`src/rtl/debouncer_pkg.sv`:
```
// -----------------------------------------------------------------------------
// debouncer_pkg
//   Shared constants and helpers for the debouncer bank.
//
//   Contents:
//     DEF_*              default parameter values for debouncer_bank
//     MAX_CHANNELS       largest supported channel count
//     MAX_STABLE_SAMPLES largest supported stability threshold
//     stab_action_e      what a channel's stability logic does this cycle
//     stab_action()      decodes tick / mismatch / threshold into an action
//
//   Optional feature macro used by the bank: DEBOUNCER_BANK_SYNC_EN
// -----------------------------------------------------------------------------
package debouncer_pkg;

    localparam int unsigned DEF_CHANNELS       = 4;
    localparam int unsigned DEF_TICK_DIV       = 2097152;
    localparam int unsigned DEF_STABLE_SAMPLES = 3;
    localparam logic        DEF_RESET_LEVEL    = 1'b0;

    localparam int unsigned MAX_CHANNELS       = 32;
    localparam int unsigned MAX_STABLE_SAMPLES = 255;

    typedef enum logic [1:0] {
        STAB_HOLD   = 2'd0,  // not a sample tick: keep everything
        STAB_CLEAR  = 2'd1,  // sample agrees with level: forget partial run
        STAB_COUNT  = 2'd2,  // sample differs, threshold not yet reached
        STAB_ACCEPT = 2'd3   // sample differs on the last required tick
    } stab_action_e;

    function automatic stab_action_e stab_action(input logic tick,
                                                 input logic differs,
                                                 input logic at_last);
        stab_action_e act;
        if (!tick)
            act = STAB_HOLD;
        else if (!differs)
            act = STAB_CLEAR;
        else if (at_last)
            act = STAB_ACCEPT;
        else
            act = STAB_COUNT;
        return act;
    endfunction

endpackage

```
`src/rtl/debounce_channel.sv`:
```
// -----------------------------------------------------------------------------
// debounce_channel
//   One debounced input: optional two-flop synchronizer, stability counter,
//   registered level and registered rise/fall edge pulses.
//
//   Ports:
//     clock  in   clock, all state on posedge
//     rst_n  in   asynchronous active-low reset
//     tick   in   shared sample strobe from the bank prescaler
//     raw    in   bouncy input bit
//     level  out  debounced level (reset value RESET_LEVEL)
//     rise   out  one-cycle pulse coincident with level going 0->1
//     fall   out  one-cycle pulse coincident with level going 1->0
//
//   Macro DEBOUNCER_BANK_SYNC_EN: when defined, raw passes through two flops
//   (reset to RESET_LEVEL) before being sampled.
// -----------------------------------------------------------------------------
module debounce_channel
    import debouncer_pkg::*;
#(
    parameter int unsigned STABLE_SAMPLES = DEF_STABLE_SAMPLES,
    parameter logic        RESET_LEVEL    = DEF_RESET_LEVEL
) (
    input  logic clock,
    input  logic rst_n,
    input  logic tick,
    input  logic raw,
    output logic level,
    output logic rise,
    output logic fall
);

    localparam int unsigned CW = $clog2(STABLE_SAMPLES + 1);
    localparam logic [CW-1:0] LAST = CW'(STABLE_SAMPLES - 1);

    logic          sample;
    logic [CW-1:0] stab_cnt;
    stab_action_e  action;

`ifdef DEBOUNCER_BANK_SYNC_EN
    logic [1:0] sync_q;

    always_ff @(posedge clock or negedge rst_n) begin
        if (!rst_n)
            sync_q <= {2{RESET_LEVEL}};
        else
            sync_q <= {sync_q[0], raw};
    end

    assign sample = sync_q[1];
`else
    assign sample = raw;
`endif

    always_comb begin
        action = stab_action(tick, sample != level, stab_cnt == LAST);
    end

    // Edge pulses are registered alongside level so they line up with the
    // new level value rather than preceding it.
    always_ff @(posedge clock or negedge rst_n) begin
        if (!rst_n) begin
            stab_cnt <= '0;
            level    <= RESET_LEVEL;
            rise     <= 1'b0;
            fall     <= 1'b0;
        end else begin
            rise <= 1'b0;
            fall <= 1'b0;
            case (action)
                STAB_CLEAR: stab_cnt <= '0;
                STAB_COUNT: stab_cnt <= stab_cnt + CW'(1);
                STAB_ACCEPT: begin
                    stab_cnt <= '0;
                    level    <= sample;
                    rise     <= sample;
                    fall     <= ~sample;
                end
                default: ;
            endcase
        end
    end

endmodule

```
`src/rtl/debouncer_bank.sv`:
```
// -----------------------------------------------------------------------------
// debouncer_bank
//   A bank of CHANNELS independent debouncers sharing one sample prescaler.
//
//   Parameters:
//     CHANNELS        number of debounced inputs (1..32)
//     TICK_DIV        clock cycles per sample tick (>=2)
//     STABLE_SAMPLES  consecutive differing samples to accept a level (1..255)
//     RESET_LEVEL     value of every level bit after reset
//
//   Ports:
//     clock  in   clock, all state on posedge
//     rst_n  in   asynchronous active-low reset
//     raw    in   [CHANNELS] bouncy inputs
//     level  out  [CHANNELS] debounced levels
//     rise   out  [CHANNELS] one-cycle 0->1 pulses
//     fall   out  [CHANNELS] one-cycle 1->0 pulses
//     tick   out  one-cycle sample strobe
//
//   Macro DEBOUNCER_BANK_SYNC_EN: adds a two-flop synchronizer per channel.
// -----------------------------------------------------------------------------
module debouncer_bank
    import debouncer_pkg::*;
#(
    parameter int unsigned CHANNELS       = DEF_CHANNELS,
    parameter int unsigned TICK_DIV       = DEF_TICK_DIV,
    parameter int unsigned STABLE_SAMPLES = DEF_STABLE_SAMPLES,
    parameter logic        RESET_LEVEL    = DEF_RESET_LEVEL
) (
    input  logic                clock,
    input  logic                rst_n,
    input  logic [CHANNELS-1:0] raw,
    output logic [CHANNELS-1:0] level,
    output logic [CHANNELS-1:0] rise,
    output logic [CHANNELS-1:0] fall,
    output logic                tick
);

    localparam int unsigned PW = $clog2(TICK_DIV);
    localparam logic [PW-1:0] PRESCALE_TOP = PW'(TICK_DIV - 1);

    logic [PW-1:0] prescale;

    always_ff @(posedge clock or negedge rst_n) begin
        if (!rst_n)
            prescale <= '0;
        else if (prescale == PRESCALE_TOP)
            prescale <= '0;
        else
            prescale <= prescale + PW'(1);
    end

    // Decoded from the count, so it is low while reset holds the count at 0.
    assign tick = (prescale == PRESCALE_TOP);

    for (genvar i = 0; i < CHANNELS; i++) begin : g_ch
        debounce_channel #(
            .STABLE_SAMPLES (STABLE_SAMPLES),
            .RESET_LEVEL    (RESET_LEVEL)
        ) u_ch (
            .clock (clock),
            .rst_n (rst_n),
            .tick  (tick),
            .raw   (raw[i]),
            .level (level[i]),
            .rise  (rise[i]),
            .fall  (fall[i])
        );
    end

endmodule

```
`config.mk`:
```
export PLATFORM = sky130hd
export DESIGN_NAME = debouncer_bank
export DESIGN_NICKNAME = d
export VERILOG_FILES = /design/src/rtl/debouncer_pkg.sv /design/src/rtl/debounce_channel.sv /design/src/rtl/debouncer_bank.sv
export SDC_FILE = /design/constraint.sdc
export NUM_CORES = 1
export LEC_CHECK = 0
export ABC_AREA = 0
export BUFFER_PORTS_ARGS = -buffer_cell sky130_fd_sc_hd__buf_2
export CORE_MARGIN = 10
export CORE_UTILIZATION = 40
export DETAILED_ROUTE_END_ITERATION = 10
export PLACE_DENSITY_LB_ADDON = 0.1
export SLEW_MARGIN = 20
export SYNTH_ARGS = -nofsm -noshare
export SYNTH_HDL_FRONTEND = slang
export SYNTH_SLANG_ARGS = --single-unit
```
`constraint.sdc`:
```
create_clock -name clock -period 2 [get_ports clock]
set_input_delay 0.3 -clock clock [delete_from_list [all_inputs] [get_ports clock]]
set_output_delay 0.3 -clock clock [all_outputs]
set_load 0.005 [all_outputs]
```
==> results of run 1 <==
==> worst reg2reg max path, stage by stage, from the launching register on <==
cell and delay (ns):
dfrtp_1 0.41, nand3_2 0.09, or4_4 0.55, nor3_4 0.16, buf_6 0.13, buf_4 0.16, mux2_2 0.35
==> synthesized netlist by cell type (2+ instances only) <==
| library cell | count |
|---|---|
| xnor2_1 | 13 |
| or3_1 | 2 |
| and4b_1 | 8 |
| nor4_1 | 4 |
| ha_1 | 5 |
| nand4_1 | 5 |
| nand3_1 | 11 |
| nand2b_1 | 4 |
| dfrtp_1 | 41 |
| nor3_1 | 2 |
| mux2_2 | 12 |
| nand2_1 | 7 |
| buf_4 | 12 |
| xor2_1 | 8 |
| inv_1 | 8 |
| and4_1 | 2 |
| nor2_1 | 17 |
==> cells in the final DEF (no fill, tap or decap), drive strengths merged, types with 2 or more instances in the layout <==
cell type  Yosys  routed
or3            2       2
nand4          7       7
nand2b         4       4
mux2          13      13
buf           14      46
clkbuf         0       5
nor3           3       3
xnor2         13      13
inv            8       8
xor2           8       8
nand3         11      11
and4b          8       8
nor4           4       4
nor2          17      17
ha             5       5
nand2          7       7
dfrtp         41      41
and4           2       2
==> final cells by class <==
cell class,instances,area [sq um],share of cell area [%]
inverter,8,30.0,1.23
multi-input combinational,112,878,36.1
clock buffer,5,68.8,2.83
clock inverter,2,35.0,1.44
sequential,41,1030,42.2
tap,67,83.8,3.44
timing repair buffer,46,310,12.8
==> what timing repair did <==
item,CTS,global route
pin swaps,1,0
endpoints found under the setup margin,1,7
setup buffers,9,6
gates resized for setup,2,2
==> kinds of logic after synthesis <==
| group | Yosys count | synth area share (%) |
|---|---|---|
| flip-flops | 41 | 51.0 |
| buffers and inverters | 22 | 6.78 |
| XOR/XNOR | 21 | 9.15 |
| AO/OA/AOI/OAI | 4 | 1.43 |
| adder cells (fa/ha/maj) | 5 | 3.11 |
| multiplexers | 13 | 7.28 |
| AND/OR/NAND/NOR | 69 | 21.2 |
==> how the worst max path moves through the flow <==
stage	startpoint	end	slack [ns]	cells after the start
floorplan	prescale[4]	g_ch[2].u_ch.stab_cnt[1]	-0.03	5
global placement	prescale[18]	g_ch[2].u_ch.stab_cnt[0]	0.07	5
detailed placement	prescale[4]	g_ch[3].u_ch.stab_cnt[1]	0.05	5
CTS	prescale[18]	tick	-0.03	5
global route	prescale[20]	tick	-0.06	5
finish	prescale[20]	tick	-0.02	5
==> power breakdown <==
group	switching [uW]	total, uW	internal [uW]
Clock	274	637	363
Combinational	30.7	49.4	18.7
Sequential	4.71	837	832
Total	310	1520	1210
==> flip-flops by register name (all words and copies together), names as in the netlist <==
signal	count
g_ch.u_ch.stab_cnt	8
g_ch.u_ch.fall	4
g_ch.u_ch.rise	4
g_ch.u_ch.level	4
prescale	21
==> stage by stage <==
step	utilization (%)	cells
detailed placement	46.2	260
CTS	49.9	276
global route	50.8	281
global placement	46.2	260
floorplan	-	175
finish	50.8	281
==> per-layer routing <==
layer	part of all wire [%]	global-route usage, %
met3	5.6	3.91
met4	2.5	3.92
met1	42	10.5
met5	0	0
met2	50	17.5
==> impl_metrics.py, run 1 <==
metrics = {
    "critical_path": {
        "critPathMaxStageDelay_ns": 0.55,
        "critPathArrivalTime_ns": 1.72,
        "crit_buf_inv": 2,
        "cpMostUsedCell": "buf_6",
        "criticalPathCategory": "register to output pin",
        "cp_slowest_cell": "or4_4",
        "r2r-end": "g_ch[1].u_ch.stab_cnt[1]",
        "critPathRequiredTime_ns": 1.70,
        "rrSetupSlack_ns": 0.03,
        "end_kind": "output pin",
        "cp-start-kind": "register",
        "reg2reg_from": "prescale[20]",
        "path_cells": "nand3_2 -> or4_4 -> nor3_4 -> buf_6 -> buf_6",
        "path_delay_family": "simple AND/OR/NAND/NOR gates",
        "r2r_cells": 6,
        "crit_fanout": 2,
    },
    "detailed_routing": {
        "via_count": 1408,
        "drc": 0,
        "wirelength_mm": 4.04,
        "ant_nets": 0,
        "wl_per_cell_microns": 14.4,
        "vias_per_cell": 5.01,
        "drtPass1Iterations": 4,
        "drtIter0Drc": 46,
    },
    "placement": {
        "pre_cts_slack_ns": 0.0488,
        "dpl.hpwl_mm": 2.81,
        "port-buffer-count": 18,
        "routabilityCongestion": 0.748,
        "place_area_sq_mm": 0.00221,
    },
    "clock_network": {
        "clock-root-buffer": "clkbuf_8",
        "cts_buffers": 5,
        "cts_tree": "yes",
        "htree_levels": 2,
        "clkSinkCount": 41,
        "clkLatencyLatePin_ns": 0.29,
        "clockBufferDepth": 2,
        "clkTransAtPathRegs_ns": 0.08,
        "postCtsHoldBufs": 0,
    },
    "floorplan": {
        "io_pins": 19,
        "core_area_sq_mm": 0.00479,
        "fp-row-count": 25,
        "die_h_microns": 90.9,
        "die_w_microns": 90.9,
        "floorplan.initialDensity_pct": 42.0,
        "fp.dieArea_sq_mm": 0.00826,
    },
    "global_routing": {
        "grt_pass1_vias": 1512,
        "grt.overflow.total": 0,
        "grt_pass1_wl_mm": 6.78,
        "track_usage_pct": 9.98,
        "antenna_found_initial": 0,
        "grt_max_degree": 42,
    },
    "final_layout": {
        "antenna_cells": 0,
        "drive_gt1_share_pct": 34.6,
        "final_cell_area_sq_mm": 0.00243,
        "n_fill_cell": 445,
        "syn2layout_area_growth_pct": 21.0,
        "final_nets": 225,
    },
    "sta": {
        "worstMarginPinSlew_ns": 0.521,
        "finalSetupViolations": 1,
        "hold_viol": 0,
        "hold_slack_ns": 0.0650,
        "setup_slack_ns": -0.0229,
        "rsz0062_at_grt": "true",
        "slew_viol_final": 0,
        "fin_tns_setup_ns": -0.0229,
        "slew_headroom_pct": 65.3,
        "worst_clock_skew_ns": 0.00331,
        "timing.fmax_ghz": 0.494,
        "post-route-period-util_pct": 101,
        "period_needed_ns": 2.02,
    },
    "synthesis": {
        "yosys-top-cells-area": "dfrtp_1 51%, mux2_2 6.7%, xnor2_1 5.7%",
        "yosysWarnings": 0,
        "synth_top_area_cell": "dfrtp_1",
        "yosysSeqAreaShare_pct": 51.0,
        "syn_avg_cell_area_sq_um": 11.5,
        "synth_edf_count": 0,
        "synth_seq_cells": 41,
        "synthArstFlopShare_pct": 100,
        "synth_nets": 186,
        "yosysTopAreaCellShare_pct": 51.0,
        "synth_cell_type_count": 31,
        "synth_flop_cell": "dfrtp_1",
        "synth_cells": 175,
        "syn_area_sq_mm": 0.00201,
    },
    "power_and_ir_drop": {
        "total_power_uw": 1520,
        "vdd.ir_drop.worst_mv": 0.271,
        "power_density_mw_per_mm2": 626,
        "p_leak_uw": 0.00116,
    },
    "hold_path": {
        "hp-class": "input pin to async pin",
    },
    "status": {
        "outcome": "finished with violations",
        "violations": "setup timing",
    },
    "job": {
        "cap_violations": 0,
    },
}
No activity file was read; power rests on OpenSTA's default activity.
==> inputs of run 2 (changes only) <==
- SYNTH_HIERARCHICAL: unset -> 1
==> run 2 against run 1 <==
Against the previous run: the run now ends clean; wire length is 14% lower; clock skew up 0.0066 ns; critical path depth is 1 higher; clock power up 9.9%; design area down 6.0%; via count down 11%; global-route usage is 0.29 points higher; synthesized cell count shrank 8.0%; critical path type unchanged; core utilization shrank 2.1 points; largest power group unchanged; combinational power down 2%; sequential share of layout area rose by 2.6 points.
==> impl_metrics.py, run 2 <==
metrics = {
    "floorplan": {
        "fp-row-count": 25,
        "core_area_sq_mm": 0.00469,
        "die_h_microns": 89.2,
        "fp.dieArea_sq_mm": 0.00795,
        "floorplan.initialDensity_pct": 40.8,
        "die_w_microns": 89.2,
        "io_pins": 19,
    },
    "power_and_ir_drop": {
        "intPower_uw": 1260,
        "switching_share_pct": 20.8,
        "power_density_mw_per_mm2": 693,
        "p_leak_uw": 0.00105,
        "sequentialPowerShare_pct": 52.8,
        "switchingPower_uw": 330,
        "pwr-share-comb_pct": 3.0,
        "pwr-share-clk_pct": 44.1,
        "vdd.ir_drop.worst_mv": 0.387,
    },
    "synthesis": {
        "yosys-top-cells-area": "dfrtp_1 54%, xnor2_1 7.8%, o32ai_2 3.4%",
        "synth_most_common_cell": "dfrtp_1",
        "synth_edf_count": 0,
        "synthArstFlopShare_pct": 100,
        "synth_nets": 172,
        "synth_top_area_cell": "dfrtp_1",
        "synth_cell_type_count": 27,
        "syn_area_sq_mm": 0.00191,
        "yosysWarnings": 6,
        "yosysSeqAreaShare_pct": 53.6,
        "synth_cells": 161,
        "syn_avg_cell_area_sq_um": 11.9,
        "yosysTopAreaCellShare_pct": 53.6,
        "synth_flop_cell": "dfrtp_1",
        "synth_common_cells": "41 x dfrtp_1, 17 x xnor2_1, 15 x nor2_1",
        "synth_seq_cells": 41,
    },
    "global_routing": {
        "grt_pass1_wl_mm": 6.41,
        "track_usage_pct": 10.3,
        "grt_pass1_vias": 1403,
        "grt.overflow.total": 0,
        "antenna_found_initial": 0,
        "grt_max_degree": 42,
    },
    "final_layout": {
        "max_flop_register": "prescale",
        "final_common_cell": "dfrtp_1",
        "final_nets": 208,
        "reg_top3": "prescale: 21 flops, g_ch.u_ch/stab_cnt: 8 flops",
        "syn2layout_area_growth_pct": 19.6,
        "layout_common_cells": "41 x dfrtp_1, 18 x buf_2, 17 x xnor2_1, 13 x nor2_1, 12 x buf_4",
        "n_fill_cell": 433,
        "regArea_sq_mm": 0.00103,
        "largest_reg_flops": 21,
        "final_cell_count_no_fill": 252,
        "drive_gt1_share_pct": 30.8,
        "final_cell_area_sq_mm": 0.00229,
        "antenna_cells": 0,
        "multiInputGateArea_sq_um": 852,
    },
    "detailed_routing": {
        "drc": 0,
        "drtIter0Drc": 29,
        "wl_per_cell_microns": 13.8,
        "via_count": 1260,
        "ant_nets": 0,
        "drtPass1Iterations": 4,
        "vias_per_cell": 5.00,
        "wirelength_mm": 3.47,
    },
    "placement": {
        "pre_cts_slack_ns": -0.0461,
        "place_inst": 237,
        "dpl.hpwl_mm": 2.51,
        "port-buffer-count": 18,
        "place_area_sq_mm": 0.00210,
        "routabilityCongestion": 0.806,
    },
    "critical_path": {
        "cp_slowest_cell": "dfrtp_1",
        "cp-start-kind": "register",
        "path_cells": "ha_2 -> nand3_2 -> nor2_2 -> nand3_1 -> nor2_4 -> buf_2",
        "end_kind": "output pin",
        "critPathArrivalTime_ns": 1.59,
        "critPathRequiredTime_ns": 1.70,
        "critPathMaxStageDelay_ns": 0.40,
        "criticalPathCategory": "register to output pin",
        "crit_fanout": 5,
    },
    "hold_path": {
        "hp-class": "input pin to async pin",
    },
    "job": {
        "cap_violations": 0,
    },
    "sta": {
        "slew_viol_final": 0,
        "timing.fmax_ghz": 0.529,
        "post-route-period-util_pct": 94.5,
        "worst_clock_skew_ns": 0.00993,
        "hold_viol": 0,
        "worstMarginPinSlew_ns": 0.511,
        "period_needed_ns": 1.89,
        "finalSetupViolations": 0,
        "setup_slack_ns": 0.111,
        "rsz0062_at_grt": "false",
        "slew_headroom_pct": 66.0,
    },
    "clock_network": {
        "clkSinkCount": 41,
        "htree_levels": 2,
        "clkLatencyLatePin_ns": 0.30,
        "clock-root-buffer": "clkbuf_8",
        "cts_buffers": 5,
        "cts_tree": "yes",
        "clkTransAtPathRegs_ns": 0.08,
        "postCtsHoldBufs": 0,
        "clockBufferDepth": 2,
    },
    "status": {
        "outcome": "completed",
    },
}
==> run 2: timing repair <==
item,4_1_cts,5_1_grt
resized for setup,1,2
pin swaps,1,1
setup endpoints to repair,5,9
buffers inserted,7,0
==> run 2: power groups by stage <==
| stage | clock (uW) | sequential [uW] | combinational [uW] |
|---|---|---|---|
| floorplan | 0 | 854 | 17.1 |
| global route | 755 | 839 | 55.0 |
| global placement | 0 | 853 | 48.3 |
| CTS | 726 | 838 | 50.5 |
| detailed placement | 0 | 854 | 50.5 |
| finish | 700 | 838 | 48.2 |
==> run 2: cells by family after synthesis <==
group	after synthesis	share of synthesized area, %
simple gates	66	20.8
flops	41	53.6
xor+xnor	21	9.61
buf+inv	12	2.75
compound gates	10	6.54
mux	6	3.40
fa+ha+maj	5	3.27
==> run 2: per-stage QoR <==
step	TNS [ns]	hold slack (ns)	utilization [%]	total power, uW
final	0	0.0496	48.7	1590
after floorplan	0	0.00441	-	871
after global placement	0	0.383	44.9	902
after global routing	0	0.0769	48.7	1650
after detailed placement	-0.129	0.399	44.9	905
after CTS	0	0.0689	48.6	1610
==> run 2: critical path, delay by kind of cell, from the launching register on <==
family	cells	cell delay [ns]
fa+ha+maj	1	0.23
buf+inv	1	0.14
flops	1	0.40
simple gates	4	0.54
==> run 2: layer usage <==
layer	up-vias	GRT usage [%]	share of wire, %	wire, microns
met4	0	4.91	2.0	69
met2	22	17.6	52	1800
met3	8	3.28	5.1	176
met5	-	0	0	0
li1	621	-	-	-
met1	609	11.3	41	1420
==> run 2: layout make-up <==
cell class                 count  area share, %
clock buffer                   6           3.61
timing repair buffer          30           7.88
multi-input combinational    108           37.3
inverter                      11           1.81
tap                           54           2.95
clock inverter                 2           1.64
sequential                    41           44.9
==> run 2: worst paths after layout <==
path                                    from                 end  slack [ns]  cells past startpoint
worst max register to register   prescale[1]  g_ch[2].u_ch/level        0.13                      9
worst max-delay path             prescale[1]                tick        0.11                      6
max in group asynchronous              rst_n        prescale[16]        1.59                      2
worst min-delay path                   rst_n   g_ch[2].u_ch/rise        0.05                      2
worst min register to register  prescale[10]        prescale[10]        0.47                      1
min in group clock                    raw[3]   g_ch[3].u_ch/fall        0.20                      2
